--- src/rtl/channel_reduce_n.sv ---
// channel_reduce_n: folds N words read from one channel into a single
// result (sum, max or min) and writes it to a second channel.
module channel_reduce_n #(
  parameter int WIDTH      = 32,
  parameter int N          = 4,
  parameter int MODE       = 0,
  parameter int CONTINUOUS = 0
) (
  input  logic             clk,
  input  logic             rst,
  output logic [WIDTH-1:0] in_in_data,
  output logic             in_read_valid,
  output logic             in_rst,
  output logic             in_write_valid,
  input  logic [WIDTH-1:0] in_out_data,
  input  logic             in_read_ready,
  input  logic             in_write_ready,
  output logic [WIDTH-1:0] out_in_data,
  output logic             out_read_valid,
  output logic             out_rst,
  output logic             out_write_valid,
  input  logic [WIDTH-1:0] out_out_data,
  input  logic             out_read_ready,
  input  logic             out_write_ready,
  output logic             valid
);

  localparam int CW = $clog2(N + 1);
  localparam logic [CW-1:0] LAST = CW'(N - 1);
  localparam logic [WIDTH-1:0] INIT =
    (MODE == 2) ? {WIDTH{1'b1}} : {WIDTH{1'b0}};

  typedef enum logic [1:0] {
    READ,
    CAPTURE,
    WRITE,
    DONE
  } state_t;

  state_t           state;
  state_t           state_nx;
  logic [CW-1:0]    cnt;
  logic [WIDTH-1:0] acc;
  logic [WIDTH-1:0] acc_nx;
  logic             unused;

  assign in_in_data     = '0;
  assign in_rst         = 1'b0;
  assign in_write_valid = 1'b0;
  assign out_read_valid = 1'b0;
  assign out_rst        = 1'b0;
  assign out_in_data    = acc;

  assign unused = ^{in_write_ready, out_out_data, out_read_ready};

  // Combine the captured word into the running result.
  always_comb begin
    acc_nx = acc + in_out_data;
    unique case (1'b1)
      (MODE == 1): acc_nx = (in_out_data > acc) ? in_out_data : acc;
      (MODE == 2): acc_nx = (in_out_data < acc) ? in_out_data : acc;
      default: ;
    endcase
  end

  // Next state and strobes; all strobes are held low during reset.
  always_comb begin
    state_nx        = state;
    in_read_valid   = 1'b0;
    out_write_valid = 1'b0;
    valid           = 1'b0;
    if (rst) begin
      unique case (state)
        READ: begin
          if (in_read_ready) begin
            in_read_valid = 1'b1;
            state_nx      = CAPTURE;
          end
        end
        CAPTURE: begin
          state_nx = (cnt == LAST) ? WRITE : READ;
        end
        WRITE: begin
          if (out_write_ready) begin
            out_write_valid = 1'b1;
            state_nx        = DONE;
          end
        end
        DONE: begin
          valid = 1'b1;
          if (CONTINUOUS != 0) state_nx = READ;
        end
        default: state_nx = READ;
      endcase
    end
  end

  // State register.
  always_ff @(posedge clk or negedge rst) begin
    if (!rst) state <= READ;
    else      state <= state_nx;
  end

  // Accumulator and element count; restart clears both on leaving DONE.
  always_ff @(posedge clk or negedge rst) begin
    if (!rst) begin
      acc <= INIT;
      cnt <= '0;
    end else begin
      unique case (state)
        CAPTURE: begin
          acc <= acc_nx;
          cnt <= cnt + 1'b1;
        end
        DONE: begin
          if (CONTINUOUS != 0) begin
            acc <= INIT;
            cnt <= '0;
          end
        end
        default: ;
      endcase
    end
  end

endmodule

--- config.mk ---
export PLATFORM = sky130hd
export DESIGN_NAME = channel_reduce_n
export DESIGN_NICKNAME = d
export VERILOG_FILES = /design/src/rtl/channel_reduce_n.sv
export SDC_FILE = /design/constraint.sdc
export NUM_CORES = 1
export LEC_CHECK = 0
export BUFFER_PORTS_ARGS = -buffer_cell sky130_fd_sc_hd__clkbuf_2
export CAP_MARGIN = 20
export CORE_MARGIN = 3
export CORE_UTILIZATION = 29
export CTS_CLUSTER_DIAMETER = 60
export DETAILED_ROUTE_END_ITERATION = 12
export GPL_TIMING_DRIVEN = 0
export MAX_ROUTING_LAYER = met4
export PLACE_DENSITY = 0.55
export SLEW_MARGIN = 20
export SYNTH_ARGS = -nofsm -noshare
export SYNTH_HDL_FRONTEND = slang
export SYNTH_SLANG_ARGS = --single-unit
--- constraint.sdc ---
create_clock -name clk -period 2.6 [get_ports clk]
set_clock_uncertainty 0.2 [all_clocks]
set_input_delay 0.39 -clock clk [delete_from_list [all_inputs] [get_ports clk]]
set_output_delay 0.39 -clock clk [all_outputs]
set_load 0.005 [all_outputs]
==> flow_summary.toml <==
[outcome]
status = "complete, but fails checks"
violations = "setup timing"

[grt]
grtUsageTotal = 0.137
first_global_vias = 3060
grt_pass1_wl_mm = 14.7
antenna_found_initial = 0
grt_max_degree = 42
overflow = 0

[final_layout]
nets = 630
layout.cells.non_filler = 665
utilization = 0.415
diodes = 0
fill_cells = 1217
fin_area_um2 = 4860
multiInputGateArea_um2 = 2680
drive_gt1_frac = 0.435
area_growth_pct = 36.3
seqCellArea_um2 = 927

[yosys]
synth_edf_count = 0
synth_top_area_cell = "dfrtp_1"
ys_types = 59
synthCells = 393
synth.avg_cell_area_um2 = 9.06
async_flop_share = 1.00
syn_area_um2 = 3560
yosysSeqAreaShare = 0.260
ys.flop_type = "dfrtp_1"
ys_seq_elements = 37
synth_area_leaders = "dfrtp_1 (26%), ha_1 (13%), buf_4 (7.8%)"
yosys_warnings = 0
synth_top_area_share = 0.260
synth_commonest_cells = "ha_1 (38), buf_4 (37), dfrtp_1 (37)"
synth.most_common_cell = "ha_1"

[worst_setup_path]
crit_top_cell = "a21oi_4"
critical_path_buf_inv_count = 0
cp.arrival_ns = 2.83
r2r_cells = 10
worstPathCellList = "ha_2 > fa_2 > a21oi_4 > o211ai_1 > a311o_1 > a21oi_4 > o21ai_4 > a41oi_2 > xnor2_1 > mux2_4"
r2r_slack_ns = -0.26
end_kind = "register"
worstReg2RegStart = "out_in_data[0]$_DFFE_PN0P_"
worstPathRequired_ns = 2.57
worst_r2r_endpoint = "out_in_data[20]$_DFFE_PN0P_"
critPathLaunchType = "register"
cp_max_fo = 4
path_class = "register to register"
crit_slowest_cell = "dfrtp_1"
path_delay_family = "compound AO/OA/AOI/OAI gates"
critPathMaxStageDelay_ns = 0.39

[detailed_routing]
via_per_inst = 4.74
drtPass1Iterations = 4
drtAntennaViolNets = 0
top_layer = "met4"
wl_met1_mm = 4.18
met3_length_um = 571
drc = 0
wl_met2_mm = 4.73
vias = 3153
drt-initial-drc-count = 99
wl_per_cell_um = 14.3
routed_wl_mm = 9.53

[sta]
worst_slew_pin_slew_ns = 0.951
timing.hold.ws_ns = 0.0521
setup_tns_ns = -1.91
setup_violations = 11
max_freq_mhz = 349
final.setup.worst_slack_ns = -0.262
slew_viol_final = 0
rsz0062_at_grt = "true"
period_share = 1.10
min_period_ns = 2.86
hold_viol_final = 0
relSlewSlack = 0.366

[clock_tree]
clock_path_buffers = 2
clk_latency_ns = 0.28
cts-root-buf = "clkbuf_16"
clk_pin_slew_ns = 0.06
ctsHoldBuffers = 0
cts_made_buffers = 5
htree_levels = 2
cts_num_sinks = 37
cts_tree = "built"

[placed_design]
placed_area_um2 = 4230
dp_hpwl_mm = 6.88
dp_slack_ns = -0.426
dp_cells = 641
port_buffers = 70
place.gp.congestion = 0.832

[power_and_ir_drop]
p_per_area_nw_per_um2 = 1320
peakVddDrop_v = 0.000556
p_total_mw = 6.41
p_leak_nw = 2.38

[worst_hold_path]
min_path_type = "primary input to async pin"

[floorplanning]
die_width_um = 117
ios = 141
die_h_um = 117
initial_core_util = 0.304
core_area_um2 = 11700
rows = 39
die_area_um2 = 13600

[flow_run]
timing.max_cap.violations = 0
## what timing repair did
| action | 4_1_cts | 5_1_grt |
|---|---|---|
| endpoints found under the setup margin | 17 | 20 |
| gates resized for setup | 17 | 52 |
| setup buffers | 11 | 8 |
| pin swaps | 9 | 17 |
## cell families (layout without fill, tap and decap cells)
| logic type | Yosys count | in the layout | synth area share |
|---|---|---|---|
| XOR/XNOR | 25 | 25 | 0.0615 |
| multiplexers | 25 | 25 | 0.0787 |
| flip-flops | 37 | 37 | 0.260 |
| other | 1 | 36 | 0.00105 |
| AND/OR/NAND/NOR | 89 | 89 | 0.128 |
| buffers and inverters | 64 | 158 | 0.117 |
| adder cells (fa/ha/maj) | 39 | 39 | 0.139 |
| AO/OA/AOI/OAI | 113 | 113 | 0.216 |
## worst max path at each step
stage | depth (start not counted) | from | end
after global routing | 10 | out_in_data[0]$_DFFE_PN0P_ | out_in_data[20]$_DFFE_PN0P_
after floorplan | 10 | out_in_data[0]$_DFFE_PN0P_ | out_in_data[20]$_DFFE_PN0P_
after CTS | 10 | out_in_data[0]$_DFFE_PN0P_ | out_in_data[20]$_DFFE_PN0P_
after detailed placement | 11 | in_out_data[0] | out_in_data[30]$_DFFE_PN0P_
after global placement | 11 | in_out_data[0] | out_in_data[30]$_DFFE_PN0P_
final | 10 | out_in_data[0]$_DFFE_PN0P_ | out_in_data[20]$_DFFE_PN0P_
## layout make-up
type | instances | area share
flip-flops and latches | 37 | 0.191
repair buffers | 89 | 0.106
multi-input cells | 327 | 0.551
clock buffers | 6 | 0.0286
plain buffers | 49 | 0.0745
inverters | 12 | 0.00928
well taps | 143 | 0.0368
clock inverters | 2 | 0.00283
## state kept, by name, indices dropped and copies added, names as in the netlist
register and count:
state 2, out_in_data 32, cnt 3
## cells in the final DEF, fill, tap and decap left out, types with 9 or more instances in the layout
cell,count
nand3_1,12
nor2_1,9
dfrtp_1,36
a21oi_1,24
mux2_2,18
conb_1,36
ha_1,24
xnor2_1,19
a21o_1,24
clkbuf_2,69
buf_4,51
nand2_1,30
inv_1,12
## worst reg2reg max path, delay by kind of cell (launching register included)
family / cells / cell delay, ns
flops: 1 / 0.39
xor+xnor: 1 / 0.09
fa+ha+maj: 2 / 0.56
compound gates: 6 / 1.26
mux: 1 / 0.26
## per-layer routing
layer | track usage | up-vias
met5 | - | -
met4 | 0.0161 | 0
met3 | 0.0298 | 6
met2 | 0.235 | 77
met1 | 0.170 | 1468
li1 | - | 1602
## report_power, final
| part | internal, mW | switching, mW | leakage, nW |
|---|---|---|---|
| Clock | 0.382 | 0.268 | 0.0768 |
| Combinational | 2.34 | 2.24 | 1.87 |
| Sequential | 0.901 | 0.278 | 0.436 |
No activity file was read; power rests on OpenSTA's default activity.
